### config.mk
export PLATFORM = sky130hd
export DESIGN_NAME = spi_master_fifo
export DESIGN_NICKNAME = d
export VERILOG_FILES = /design/src/rtl/spi_pkg.sv /design/src/rtl/spi_sync_fifo.sv /design/src/rtl/spi_master_fifo.sv
export SDC_FILE = /design/constraint.sdc
export NUM_CORES = 1
export LEC_CHECK = 0
export CAP_MARGIN = 20
export CORE_ASPECT_RATIO = 1.75
export CORE_UTILIZATION = 60
export CTS_CLUSTER_SIZE = 16
export DETAILED_ROUTE_END_ITERATION = 10
export GPL_TIMING_DRIVEN = 0
export PLACE_DENSITY = 0.81
export SYNTH_ARGS = -nofsm -noshare
export SYNTH_HDL_FRONTEND = slang
export SYNTH_HIERARCHICAL = 1
export SYNTH_SLANG_ARGS = --single-unit
export TNS_END_PERCENT = 20
### constraint.sdc
create_clock -name CLK -period 4.8 [get_ports CLK]
set_input_delay 0.96 -clock CLK [delete_from_list [all_inputs] [get_ports CLK]]
set_output_delay 0.96 -clock CLK [all_outputs]
set_load 0.005 [all_outputs]
### src/rtl/spi_pkg.sv
// rtl/spi_pkg.sv - shared FSM encoding, SPI mode constants and helpers for the SPI master
package spi_pkg;
  typedef enum logic [2:0] {ST_IDLE, ST_SETUP, ST_SHIFT, ST_HOLD, ST_GAP} spi_state_e;

  localparam logic CPOL_LOW   = 1'b0;
  localparam logic CPOL_HIGH  = 1'b1;
  localparam logic CPHA_LEAD  = 1'b0;
  localparam logic CPHA_TRAIL = 1'b1;

  function automatic int spi_clog2(input int n);
    int r;
    r = 0;
    while ((1 << r) < n) r++;
    return r;
  endfunction
endpackage

### src/rtl/spi_sync_fifo.sv
// rtl/spi_sync_fifo.sv - single-clock FIFO with wrap-bit pointers and show-ahead head word
module spi_sync_fifo
  import spi_pkg::*;
#(
  parameter int WIDTH = 8,
  parameter int DEPTH = 4
) (
  input  logic             clk,
  input  logic             rst_n,
  input  logic             push,
  input  logic [WIDTH-1:0] push_data,
  input  logic             pop,
  output logic             full,
  output logic             empty,
  output logic [WIDTH-1:0] head
);
  localparam int AW = spi_clog2(DEPTH);
  localparam logic [AW:0] PTR_ONE = (AW + 1)'(1);

  logic [AW:0]      wr_q, wr_d, rd_q, rd_d;
  logic [WIDTH-1:0] mem_q [DEPTH];
  logic [WIDTH-1:0] mem_d [DEPTH];
  logic             do_push, do_pop;

  always_comb begin
    empty   = (wr_q == rd_q);
    full    = (wr_q[AW-1:0] == rd_q[AW-1:0]) && (wr_q[AW] != rd_q[AW]);
    do_pop  = pop && !empty;
    // a pop in the same cycle frees the slot a full-FIFO push needs
    do_push = push && (!full || do_pop);
    wr_d    = do_push ? wr_q + PTR_ONE : wr_q;
    rd_d    = do_pop ? rd_q + PTR_ONE : rd_q;
    mem_d   = mem_q;
    if (do_push) mem_d[wr_q[AW-1:0]] = push_data;
  end

  assign head = mem_q[rd_q[AW-1:0]];

  always_ff @(posedge clk or negedge rst_n) begin
    if (!rst_n) begin
      wr_q <= '0;
      rd_q <= '0;
      for (int i = 0; i < DEPTH; i++) mem_q[i] <= '0;
    end else begin
      wr_q  <= wr_d;
      rd_q  <= rd_d;
      mem_q <= mem_d;
    end
  end
endmodule

### src/rtl/spi_master_fifo.sv
// rtl/spi_master_fifo.sv - SPI master with TX/RX FIFOs, runtime CPOL/CPHA, S_CLK divider, chip selects
module spi_master_fifo
  import spi_pkg::*;
#(
  parameter int DATA_W     = 8,
  parameter int FIFO_DEPTH = 4,
  parameter int NUM_CS     = 2,
  parameter int DIV_W      = 8
) (
  input  logic                           CLK,
  input  logic                           CLR,
  input  logic                           CPOL,
  input  logic                           CPHA,
  input  logic [DIV_W-1:0]               CLK_DIV,
  input  logic [spi_clog2(NUM_CS+1)-1:0] CS_SEL,
  input  logic [DATA_W-1:0]              TX_DATA,
  input  logic                           TX_VALID,
  output logic                           TX_READY,
  output logic [DATA_W-1:0]              RX_DATA,
  output logic                           RX_VALID,
  input  logic                           RX_READY,
  output logic                           BUSY,
  output logic                           OVERRUN,
  input  logic                           OVR_CLR,
  output logic                           S_CLK,
  output logic                           MOSI,
  input  logic                           MISO,
  output logic [NUM_CS-1:0]              CS_N
);
  localparam int CS_W   = spi_clog2(NUM_CS + 1);
  localparam int EDGE_W = spi_clog2(2 * DATA_W) + 1;
  localparam logic [EDGE_W-1:0] LAST_EDGE = EDGE_W'(2 * DATA_W - 1);
  localparam logic [EDGE_W-1:0] EDGE_ONE  = EDGE_W'(1);
  localparam logic [DIV_W-1:0]  DIV_ONE   = DIV_W'(1);

  spi_state_e        state_q, state_d;
  logic [DIV_W-1:0]  div_cnt_q, div_cnt_d, div_q, div_d;
  logic [EDGE_W-1:0] edge_q, edge_d;
  logic              cpol_q, cpol_d, cpha_q, cpha_d;
  logic [DATA_W-1:0] tx_sh_q, tx_sh_d, rx_sh_q, rx_sh_d;
  logic              s_clk_q, s_clk_d, mosi_q, mosi_d, ovr_q, ovr_d;
  logic [NUM_CS-1:0] cs_n_q, cs_n_d;
  logic              half_end, fire, lead, tx_pop, rx_push;
  logic              tx_full, tx_empty, rx_full, rx_empty;
  logic [DATA_W-1:0] tx_head;

  function automatic logic [NUM_CS-1:0] cs_decode(input logic [CS_W-1:0] sel);
    cs_decode = '1;
    for (int i = 0; i < NUM_CS; i++) if (int'(sel) == i) cs_decode[i] = 1'b0;
  endfunction

  spi_sync_fifo #(.WIDTH(DATA_W), .DEPTH(FIFO_DEPTH)) u_tx_fifo (
    .clk(CLK), .rst_n(CLR), .push(TX_VALID && !tx_full), .push_data(TX_DATA),
    .pop(tx_pop), .full(tx_full), .empty(tx_empty), .head(tx_head)
  );

  spi_sync_fifo #(.WIDTH(DATA_W), .DEPTH(FIFO_DEPTH)) u_rx_fifo (
    .clk(CLK), .rst_n(CLR), .push(rx_push), .push_data(rx_sh_q),
    .pop(RX_READY), .full(rx_full), .empty(rx_empty), .head(RX_DATA)
  );

  // received word goes in during the first HOLD cycle, so RX_VALID follows HOLD entry by one cycle
  assign rx_push = (state_q == ST_HOLD) && (div_cnt_q == '0);

  always_comb begin
    state_d   = state_q;
    div_cnt_d = div_cnt_q + DIV_ONE;
    div_d     = div_q;
    edge_d    = edge_q;
    cpol_d    = cpol_q;
    cpha_d    = cpha_q;
    tx_sh_d   = tx_sh_q;
    rx_sh_d   = rx_sh_q;
    s_clk_d   = s_clk_q;
    mosi_d    = mosi_q;
    cs_n_d    = cs_n_q;
    tx_pop    = 1'b0;
    fire      = 1'b0;
    lead      = 1'b0;
    half_end  = (div_cnt_q == div_q);
    ovr_d     = (rx_push && rx_full) ? 1'b1 : (OVR_CLR ? 1'b0 : ovr_q);

    case (state_q)
      ST_IDLE: begin
        div_cnt_d = '0;
        s_clk_d   = CPOL;
        if (!tx_empty) begin
          tx_pop  = 1'b1;
          cpol_d  = CPOL;
          cpha_d  = CPHA;
          div_d   = CLK_DIV;
          cs_n_d  = cs_decode(CS_SEL);
          state_d = ST_SETUP;
          if (CPHA == CPHA_LEAD) begin
            mosi_d  = tx_head[DATA_W-1];
            tx_sh_d = tx_head << 1;
          end else begin
            tx_sh_d = tx_head;
          end
        end
      end
      ST_SETUP: if (half_end) begin
        state_d   = ST_SHIFT;
        div_cnt_d = '0;
        edge_d    = '0;
        fire      = 1'b1;
        lead      = 1'b1;
      end
      ST_SHIFT: if (half_end) begin
        div_cnt_d = '0;
        if (edge_q == LAST_EDGE) begin
          state_d = ST_HOLD;
        end else begin
          edge_d = edge_q + EDGE_ONE;
          fire   = 1'b1;
          lead   = edge_q[0];
        end
      end
      ST_HOLD: if (half_end) begin
        state_d   = ST_GAP;
        div_cnt_d = '0;
        cs_n_d    = '1;
      end
      ST_GAP: if (half_end) begin
        state_d   = ST_IDLE;
        div_cnt_d = '0;
      end
      default: state_d = ST_IDLE;
    endcase

    // each S_CLK edge either samples MISO or advances MOSI, depending on which phase samples
    if (fire) begin
      s_clk_d = ~s_clk_q;
      if (lead ^ (cpha_q == CPHA_TRAIL)) begin
        rx_sh_d = {rx_sh_q[DATA_W-2:0], MISO};
      end else begin
        mosi_d  = tx_sh_q[DATA_W-1];
        tx_sh_d = tx_sh_q << 1;
      end
    end
  end

  always_ff @(posedge CLK or negedge CLR) begin
    if (!CLR) begin
      state_q   <= ST_IDLE;
      div_cnt_q <= '0;
      div_q     <= '0;
      edge_q    <= '0;
      cpol_q    <= CPOL_LOW;
      cpha_q    <= CPHA_LEAD;
      tx_sh_q   <= '0;
      rx_sh_q   <= '0;
      s_clk_q   <= CPOL_LOW;
      mosi_q    <= 1'b0;
      cs_n_q    <= '1;
      ovr_q     <= 1'b0;
    end else begin
      state_q   <= state_d;
      div_cnt_q <= div_cnt_d;
      div_q     <= div_d;
      edge_q    <= edge_d;
      cpol_q    <= cpol_d;
      cpha_q    <= cpha_d;
      tx_sh_q   <= tx_sh_d;
      rx_sh_q   <= rx_sh_d;
      s_clk_q   <= s_clk_d;
      mosi_q    <= mosi_d;
      cs_n_q    <= cs_n_d;
      ovr_q     <= ovr_d;
    end
  end

  assign TX_READY = !tx_full;
  assign RX_VALID = !rx_empty;
  assign BUSY     = (state_q != ST_IDLE);
  assign OVERRUN  = ovr_q;
  assign S_CLK    = s_clk_q;
  assign MOSI     = mosi_q;
  assign CS_N     = cs_n_q;
endmodule

==> flow_metrics.env, run 1 <==
export IMPL_timing_hold_ws_ns=0.3769
export IMPL_final_cell_mix="120 x dfrtp_1, 77 x mux2_2, 44 x nand2_1"
export IMPL_dpl_instance_area_um2=6902
export IMPL_drtIter0Drc=197
export IMPL_tritoncts="built"
export IMPL_drc=0
export IMPL_setup_viol=0
export IMPL_synth_ff_type="dfrtp_1"
export IMPL_rows=49
export IMPL_hold_buffers=0
export IMPL_p_sw_share_pct=34.38
export IMPL_p_switching_mw=1.533
export IMPL_worstSetupPathType="register to register"
export IMPL_status="finished clean"
export IMPL_final_area_um2=7531
export IMPL_grt_overflow_total=0
export IMPL_path_cells="buf_6 -> xor2_1 -> buf_2 -> or2_2 -> nor2_1 -> or4_1 -> buf_2 -> inv_2 -> buf_2 -> clkbuf_1 -> o41ai_4 -> mux2_2"
export IMPL_multi_input_area_um2=3104
export IMPL_dp_final_hpwl_um=8529
export IMPL_crit_fanout=13
export IMPL_fill_cells=669
export IMPL_crit_arrival_ns=4.20
export IMPL_drv_slew=0
export IMPL_clock_path_buffers=2
export IMPL_postCtsSetupBuffers=0
export IMPL_cts_buffers=17
export IMPL_io_buffers=40
export IMPL_grtUsageTotal_pct=25.26
export IMPL_vias=4087
export IMPL_synth_seq_cells=122
export IMPL_cpMaxStageDelayCell="o41ai_4"
export IMPL_setup_ws_ns=0.8972
export IMPL_dieArea_um2=10950
export IMPL_grt_use_met2_pct=44.73
export IMPL_fin_skew_ns=0.007787
export IMPL_reg2reg_depth=12
export IMPL_grt_pass1_vias=4214
export IMPL_rrSetupSlack_ns=0.90
export IMPL_antenna_found_initial=0
export IMPL_cp_common_cell="buf_2"
export IMPL_async_flop_share_pct=100.0
export IMPL_rsz0062_at_grt="no"
export IMPL_grt_use_met3_pct=5.166
export IMPL_cts_resized=0
export IMPL_rr_endpoint="u_tx_fifo/mem_q[14]$_DFFE_PN0P_"
export IMPL_pwr_share_comb_pct=34.1
export IMPL_clkSinkCount=122
export IMPL_clkPwrFrac_pct=30.7
export IMPL_synthToLayoutAreaGrowth_pct=19.28
export IMPL_max_stage_delay_ns=0.80
export IMPL_ant_nets=0
export IMPL_hold_viol=0
export IMPL_core_area_um2=10240
export IMPL_insertedDiodeCount=0
export IMPL_syn_area_per_cell_um2=13.07
export IMPL_drv_cap=0
export IMPL_synth_cell_type_count=57
export IMPL_vias_per_cell=5.993
export IMPL_clk_latency_ns=0.41
export IMPL_htreeDepth=4
export IMPL_fmax_mhz=256.2
export IMPL_ir_worst_vdd_mv=0.4032
export IMPL_crit_buf_inv=6
export IMPL_syn_inst=483
export IMPL_cts_root_buf="clkbuf_16"
export IMPL_dr_pass1_iters=4
export IMPL_synth_edf_count=0
export IMPL_die_width_um=79.54
export IMPL_nets=583
export IMPL_routed_wl_um=12530
export IMPL_p_leak_nw=3.296
export IMPL_cp_start_kind="register"
export IMPL_fin_total_pwr_mw=4.458
export IMPL_pin_count=42
export IMPL_wire_per_inst_um=18.37
export IMPL_intPower_mw=2.925
export IMPL_dpl_worst_slack_ns=1.015
export IMPL_worstPathRequired_ns=5.09
export IMPL_yosysSeqAreaShare_pct=48.39
export IMPL_crit_family="buffers and inverters"
export IMPL_fin_util_pct=73.55
export IMPL_post_route_min_period_ns=3.903
export IMPL_tightest_slew_ns=1.049
export IMPL_routabilityCongestion=0.8444
export IMPL_r2r_start="u_tx_fifo/rd_q[1]$_DFFE_PN0P_"
export IMPL_clk_pin_slew_ns=0.06
export IMPL_syn_nets=523
export IMPL_relSlewSlack_pct=29.86
export IMPL_top_usage_layer="met2"
export IMPL_endpoint_kind="register"
export IMPL_grt_pass1_wl_um=20580
export IMPL_grt_max_degree=105
export IMPL_syn_area_um2=6314
export IMPL_regArea_um2=3055
export IMPL_final_common_cell="dfrtp_1"
export IMPL_start_util_pct=61.66
export IMPL_fin_setup_tns_ns=0
export IMPL_hold_class="input pin to async pin"
export IMPL_final_cells=682
export IMPL_grt_util_met1_pct=28.81
export IMPL_seqPwrFrac_pct=35.2
export IMPL_synth_warnings=6
export IMPL_dp_cells=651
export IMPL_powerDensity_nw_per_um2=592.0
export IMPL_drive_gt1_share_pct=30.63
export IMPL_finalCritPeriodShare_pct=81.31
export IMPL_die_h_um=137.7
[state kept, by name, indices dropped and copies added (netlist names), 2 cells and up]
signal,flops
tx_sh_q,8
u_rx_fifo/rd_q,3
edge_q,5
u_tx_fifo/mem_q,32
CS_N,2
u_rx_fifo/wr_q,3
state_q,3
div_cnt_q,8
div_q,8
rx_sh_q,8
u_tx_fifo/rd_q,3
u_tx_fifo/wr_q,3
u_rx_fifo/mem_q,32
[final cells by class]
class | instances | area share, %
clock inverters | 12 | 2.475
plain buffers | 17 | 1.246
well taps | 127 | 2.110
multi-input cells | 328 | 41.22
clock buffers | 19 | 5.881
flip-flops and latches | 122 | 40.57
repair buffers | 41 | 5.699
inverters | 16 | 0.7975
[worst max path at each step]
stage,startpoint,endpoint,slack [ns],depth (start not counted)
after floorplan,u_tx_fifo/rd_q[0]$_DFFE_PN0P_,u_tx_fifo/mem_q[10]$_DFFE_PN0P_,1.53,10
after global placement,CLR,u_tx_fifo/mem_q[5]$_DFFE_PN0P_,-1.74,1
after detailed placement,u_tx_fifo/rd_q[1]$_DFFE_PN0P_,u_tx_fifo/mem_q[14]$_DFFE_PN0P_,1.01,12
after CTS,u_tx_fifo/rd_q[0]$_DFFE_PN0P_,u_tx_fifo/mem_q[14]$_DFFE_PN0P_,0.96,10
after global routing,u_tx_fifo/wr_q[0]$_DFFE_PN0P_,u_tx_fifo/mem_q[14]$_DFFE_PN0P_,0.75,10
final,u_tx_fifo/rd_q[1]$_DFFE_PN0P_,u_tx_fifo/mem_q[14]$_DFFE_PN0P_,0.90,12
[worst register-to-register path, stage by stage (launching register included)]
cell and delay [ns]:
dfrtp_1 0.39, buf_6 0.16, xor2_1 0.23, buf_2 0.23, or2_2 0.34, nor2_1 0.19, or4_1 0.17, buf_2 0.21
inv_2 0.10, buf_2 0.24, clkbuf_1 0.28, o41ai_4 0.81, mux2_2 0.43
[synth_stat cells, types with 5 or more instances]
cell / n / area (um^2)
dfrtp_1: 120 / 3003
mux2_2: 77 / 867.1
nand2_1: 44 / 165.2
nor2_1: 17 / 63.81
mux4_2: 16 / 360.4
inv_1: 15 / 56.30
o21ai_0: 15 / 75.07
ha_1: 14 / 175.2
xnor2_1: 11 / 96.34
xor2_1: 10 / 87.58
nand3_1: 9 / 45.04
o41ai_4: 9 / 247.7
and2_1: 8 / 50.05
mux2_4: 8 / 120.1
mux2i_1: 8 / 80.08
a21oi_1: 7 / 35.03
buf_2: 6 / 30.03
clkbuf_1: 6 / 22.52
o211ai_1: 6 / 45.04
nor3_1: 5 / 25.02
or3_1: 5 / 31.28
[per-layer routing]
metal  share of wire [%]  wire, um  vias up
met1                  40      4950     2075
li1                    -         -     1901
met2                  55      6923       91
met5                   0         0        -
met4                 2.1       269        0
met3                 3.1       385       20
[power by group through the flow]
stage | combinational [mW] | sequential [mW] | clock (mW)
floorplan | 1.19 | 1.51 | 0
global placement | 1.45 | 1.56 | 0
detailed placement | 1.51 | 1.58 | 0
CTS | 1.53 | 1.57 | 1.38
global route | 1.66 | 1.61 | 1.43
finish | 1.52 | 1.57 | 1.37
[cell families after synthesis]
kind of cell,synth area share [%]
compound gates,9.909
fa+ha+maj,2.775
xor+xnor,3.686
flops,48.39
mux,22.97
simple gates,9.830
buf+inv,2.437
(Power assumes the default switching activity.)
==> run 2, diff against run 1 <==
- CORE_UTILIZATION: 60 -> 59
- PLACE_DENSITY: 0.81 -> 0.8
- clock period: 4.8 -> 3.67 ns (I/O delays scaled with it)
==> run 2 against run 1 <==
Net effect:
- register-to-register slack got worse by 0.77 ns
- maximum frequency rose by 10%
- core utilization fell by 1.1 points
- via count rose by 0.29%
- clock power rose by 17%
- critical path type unchanged
==> flow_metrics.env, run 2 (synthesis results as in run 1) <==
export IMPL_status="finished clean"
export IMPL_drv_cap=0
export IMPL_htreeDepth=4
export IMPL_routed_wl_um=12610
export IMPL_core_area_um2=10360
export IMPL_synthToLayoutAreaGrowth_pct=18.95
export IMPL_hold_buffers=0
export IMPL_hold_class="input pin to async pin"
export IMPL_grt_use_met3_pct=5.921
export IMPL_clock_path_buffers=2
export IMPL_dp_final_hpwl_um=8632
export IMPL_path_cells="buf_6 -> xor2_2 -> buf_2 -> or2_2 -> nor2_2 -> or4_1 -> buf_2 -> inv_2 -> buf_2 -> clkbuf_2 -> o41ai_4 -> buf_12 -> mux2_2"
export IMPL_tritoncts="built"
export IMPL_dieArea_um2=11130
export IMPL_grt_pass1_wl_um=21250
export IMPL_reg2reg_depth=13
export IMPL_tightest_slew_ns=1.065
export IMPL_timing_hold_ws_ns=0.1842
export IMPL_rows=49
export IMPL_antenna_found_initial=0
export IMPL_rr_endpoint="u_tx_fifo/mem_q[15]$_DFFE_PN0P_"
export IMPL_reg_top3="u_rx_fifo/mem_q: 32 flops, u_tx_fifo/mem_q: 32 flops"
export IMPL_die_width_um=80.20
export IMPL_setup_viol=0
export IMPL_grt_overflow_total=0
export IMPL_drc=0
export IMPL_grt_max_degree=95
export IMPL_worstPathRequired_ns=3.96
export IMPL_clk_latency_ns=0.42
export IMPL_timing_critical_path_from="u_tx_fifo/rd_q[1]$_DFFE_PN0P_"
export IMPL_drive_gt1_share_pct=31.29
export IMPL_top_usage_layer="met2"
export IMPL_final_common_cell="dfrtp_1"
export IMPL_start_util_pct=60.93
export IMPL_ir_worst_vdd_mv=0.5547
export IMPL_final_cell_mix="120 x dfrtp_1, 77 x mux2_2, 44 x nand2_1"
export IMPL_nets=584
export IMPL_pin_count=42
export IMPL_wire_per_inst_um=18.47
export IMPL_ant_nets=0
export IMPL_drv_slew=0
export IMPL_insertedDiodeCount=0
export IMPL_fill_cells=694
export IMPL_setup_ws_ns=0.1229
export IMPL_powerDensity_nw_per_um2=756.5
export IMPL_r2r_start="u_tx_fifo/rd_q[1]$_DFFE_PN0P_"
export IMPL_fin_total_pwr_mw=5.681
export IMPL_crit_fanout=13
export IMPL_relSlewSlack_pct=28.78
export IMPL_endpoint_kind="register"
export IMPL_cp_start_kind="register"
export IMPL_fin_skew_ns=0.009940
export IMPL_dpl_worst_slack_ns=-0.1787
export IMPL_grt_use_met2_pct=45.75
export IMPL_crit_arrival_ns=3.84
export IMPL_post_route_min_period_ns=3.547
export IMPL_drtIter0Drc=213
export IMPL_worstSetupPathType="register to register"
export IMPL_routabilityCongestion=0.8354
export IMPL_io_buffers=40
export IMPL_fmax_mhz=281.9
export IMPL_vias_per_cell=6.001
export IMPL_vias=4099
export IMPL_dr_pass1_iters=5
export IMPL_hold_viol=0
export IMPL_clkSinkCount=122
export IMPL_fin_setup_tns_ns=0
export IMPL_rrSetupSlack_ns=0.12
export IMPL_cp_endpoint="u_tx_fifo/mem_q[15]$_DFFE_PN0P_"
export IMPL_grt_pass1_vias=4486
export IMPL_p_leak_nw=3.282
export IMPL_die_h_um=138.8
export IMPL_grt_util_met1_pct=26.89
export IMPL_grtUsageTotal_pct=25.16
export IMPL_cts_buffers=17
export IMPL_cpMaxStageDelayCell="or4_1"
export IMPL_clk_pin_slew_ns=0.06
export IMPL_cts_root_buf="clkbuf_16"
export IMPL_cp_common_cell="buf_2"
export IMPL_max_stage_delay_ns=0.43
export IMPL_finalCritPeriodShare_pct=96.65
[run 2: cell count changes in the layout (fill, tap and decap cells not counted), sizes merged]
cell	change
buf	+1
bufinv	-2
clkbuf	+1
clkinv	+4
clkinvlp	+1
inv	-4
[run 2: metal layers]
layer  wire [um]  vias to the layer above
met3         378                       20
met1        4898                     2091
li1            -                     1907
met5           0                        -
met2        7114                       81
met4         223                        0
[run 2: worst max-delay path: cells and delay by family, from the launching register on]
family | cells | cell delay, ns
simple gates | 3 | 0.68
mux | 1 | 0.27
xor+xnor | 1 | 0.32
flops | 1 | 0.39
buf+inv | 7 | 1.62
compound gates | 1 | 0.12
[run 2: stage by stage]
| step | instances | utilization (%) | instance area, um^2 |
|---|---|---|---|
| after floorplan | 483 | - | 6314 |
| after global placement | 650 | 66.33 | 6873 |
| after detailed placement | 651 | 66.61 | 6902 |
| after CTS | 683 | 72.38 | 7500 |
| after global routing | 683 | 72.48 | 7510 |
| final | 683 | 72.48 | 7510 |
[run 2: how the worst min path moves through the flow]
stage | start | end | slack, ns | cells after the start
floorplan | CLR | MOSI$_DFF_PN0_ | 0.44 | 0
global placement | u_rx_fifo/mem_q[15]$_DFFE_PN0P_ | u_rx_fifo/mem_q[15]$_DFFE_PN0P_ | 0.48 | 1
detailed placement | div_q[1]$_DFFE_PN0P_ | div_q[1]$_DFFE_PN0P_ | 0.49 | 2
CTS | CLR | edge_q[2]$_DFFE_PN0P_ | 0.18 | 1
global route | CLR | edge_q[2]$_DFFE_PN0P_ | 0.20 | 1
finish | CLR | edge_q[2]$_DFFE_PN0P_ | 0.18 | 1
[run 2: layout make-up]
class	count	area [um^2]	area share (%)
multi-input combinational	328	3122	41.57
sequential	122	3055	40.69
timing repair buffer	42	449.2	5.981
clock buffer	20	446.7	5.948
tap	127	158.9	2.116
clock inverter	11	122.6	1.633
buffer	17	95.09	1.266
inverter	16	60.06	0.7997
[run 2: repair_timing]
action	CTS	global route
gates cloned	0	0
gates resized for setup	2	2
setup buffers	1	0
setup endpoints to repair	10	33
pin swaps	1	1
[run 2: where the power goes]
group | switching [mW] | internal (mW)
logic | 1.07 | 0.957
registers | 0.319 | 1.73
clock network | 0.594 | 1.01
==> run 3, diff against run 2 <==
- REMOVE_ABC_BUFFERS: not set -> 1
==> run 3 against run 2 <==
Net effect:
- core utilization decreased by 0.48 points
- combinational power fell by 7%
- setup slack improved by 0.056 ns
==> flow_metrics.env, run 3 (synthesis results as in run 1) <==
export IMPL_fmax_mhz=286.4
export IMPL_tightest_slew_ns=0.8475
export IMPL_die_width_um=80.20
export IMPL_drv_cap=0
export IMPL_r2r_start="u_tx_fifo/rd_q[1]$_DFFE_PN0P_"
export IMPL_worstSetupPathType="register to register"
export IMPL_drtIter0Drc=202
export IMPL_p_leak_nw=3.249
export IMPL_drive_gt1_share_pct=31.05
export IMPL_endpoint_kind="register"
export IMPL_hold_buffers=0
export IMPL_cp_start_kind="register"
export IMPL_vias=4000
export IMPL_fin_total_pwr_mw=5.658
export IMPL_ant_nets=0
export IMPL_insertedDiodeCount=0
export IMPL_clkSinkCount=122
export IMPL_die_h_um=138.8
export IMPL_clk_pin_slew_ns=0.05
export IMPL_grt_overflow_total=0
export IMPL_multi_input_area_um2=3131
export IMPL_status="finished clean"
export IMPL_pin_count=42
export IMPL_wl_met2_um=6708
export IMPL_finalCritPeriodShare_pct=95.13
export IMPL_worstPathRequired_ns=3.96
export IMPL_grt_max_degree=88
export IMPL_wire_per_inst_um=18.01
export IMPL_final_cell_mix="119 x dfrtp_1, 77 x mux2_2, 44 x nand2_1"
export IMPL_crit_fanout=28
export IMPL_final_common_cell="dfrtp_1"
export IMPL_drv_slew=0
export IMPL_dr_pass1_iters=4
export IMPL_dieArea_um2=11130
export IMPL_wl_met1_um=4798
export IMPL_tritoncts="built"
export IMPL_htreeDepth=4
export IMPL_clock_path_buffers=2
export IMPL_hold_class="input pin to async pin"
export IMPL_rows=49
export IMPL_wl_met3_um=293
export IMPL_setup_ws_ns=0.1788
export IMPL_synthToLayoutAreaGrowth_pct=18.15
export IMPL_vias_per_cell=5.988
export IMPL_routabilityCongestion=0.7968
export IMPL_fin_skew_ns=0.006400
export IMPL_crit_arrival_ns=3.78
export IMPL_hold_viol=0
export IMPL_grt_pass1_vias=4355
export IMPL_routed_top_layer="met4"
export IMPL_drc=0
export IMPL_grtUsageTotal_pct=24.13
export IMPL_cts_root_buf="clkbuf_16"
export IMPL_reg2reg_depth=8
export IMPL_rrSetupSlack_ns=0.18
export IMPL_routed_wl_um=12030
export IMPL_cts_buffers=17
export IMPL_fill_cells=683
export IMPL_nets=569
export IMPL_ir_worst_vdd_mv=0.5773
export IMPL_dpl_worst_slack_ns=-0.8589
export IMPL_rr_endpoint="u_tx_fifo/mem_q[2]$_DFFE_PN0P_"
export IMPL_relSlewSlack_pct=43.30
export IMPL_antenna_found_initial=0
export IMPL_io_buffers=41
export IMPL_dp_final_hpwl_um=8154
export IMPL_setup_viol=0
export IMPL_start_util_pct=60.93
export IMPL_core_area_um2=10360
export IMPL_reg_top3="u_rx_fifo/mem_q: 32 flops, u_tx_fifo/mem_q: 32 flops"
export IMPL_regArea_um2=3057
export IMPL_clk_latency_ns=0.41
export IMPL_rsz0062_at_grt="no"
export IMPL_grt_pass1_wl_um=20460
export IMPL_powerDensity_nw_per_um2=758.5
export IMPL_post_route_min_period_ns=3.491
-- run 3: changes by cell type in the layout (fill, tap and decap cells not counted), moves of 2 or more --
cell / change
buf_2: -6
clkbuf_1: -6
clkinv_4: +4
buf_6: -3
clkinv_2: -3
buf_1: -2
-- run 3: power breakdown --
group          total (mW)  internal [mW]  switching, mW
registers            2.16           1.73          0.427
logic                1.87          0.927          0.943
clock network        1.63           1.02          0.609
-- run 3: what timing repair did --
action                                  in CTS  in global routing
resized for setup                            5                  0
pin swaps                                    1                  3
gates cloned                                 0                  0
buffers inserted                             1                  0
endpoints found under the setup margin      53                 24
-- run 3: layer usage --
metal | track usage (%) | vias up
met2 | 43.59 | 53
met1 | 27.02 | 2047
li1 | - | 1881
met3 | 5.724 | 19
met4 | 8.459 | 0
met5 | 0 | -
-- run 3: worst max-delay path: stages (launching register included) --
cell and delay (ns):
dfrtp_1 0.70, xor2_2 0.68, or2_2 0.26, nor2_1 0.06
or4_4 0.59, inv_2 0.49, o41ai_4 0.12, buf_12 0.18
mux2_2 0.27
-- run 3: how the worst max path moves through the flow --
stage / to / start
4_1_cts: u_tx_fifo/mem_q[31]$_DFFE_PN0P_ / u_tx_fifo/rd_q[1]$_DFFE_PN0P_
2_1_floorplan: u_tx_fifo/mem_q[0]$_DFFE_PN0P_ / u_tx_fifo/rd_q[0]$_DFFE_PN0P_
6_report: u_tx_fifo/mem_q[2]$_DFFE_PN0P_ / u_tx_fifo/rd_q[1]$_DFFE_PN0P_
3_3_place_gp: u_tx_fifo/mem_q[13]$_DFFE_PN0P_ / CLR
3_5_place_dp: u_tx_fifo/mem_q[6]$_DFFE_PN0P_ / u_tx_fifo/rd_q[0]$_DFFE_PN0P_
5_1_grt: RX_VALID / u_rx_fifo/rd_q[0]$_DFFE_PN0P_
-- run 3: per-stage QoR --
stage | instance area, um^2 | hold WS, ns | setup TNS (ns) | util [%] | std cells
3_3_place_gp | 6789 | 0.4815 | -337.05 | 65.52 | 634
2_1_floorplan | 6220 | 0.4384 | 0 | - | 466
6_report | 7460 | 0.2217 | 0 | 72.00 | 668
5_1_grt | 7460 | 0.2302 | 0 | 72.00 | 668
3_5_place_dp | 6825 | 0.4846 | -28.66 | 65.87 | 636
4_1_cts | 7460 | 0.2203 | 0 | 72.00 | 668
-- run 3: layout make-up --
class,instances,area share [%]
Timing Repair Buffer,44,6.256
Inverter,16,0.8051
Tap cell,127,2.130
Clock inverter,12,1.929
Multi-Input combinational cell,328,41.97
Sequential cell,122,40.98
Clock buffer,19,5.938
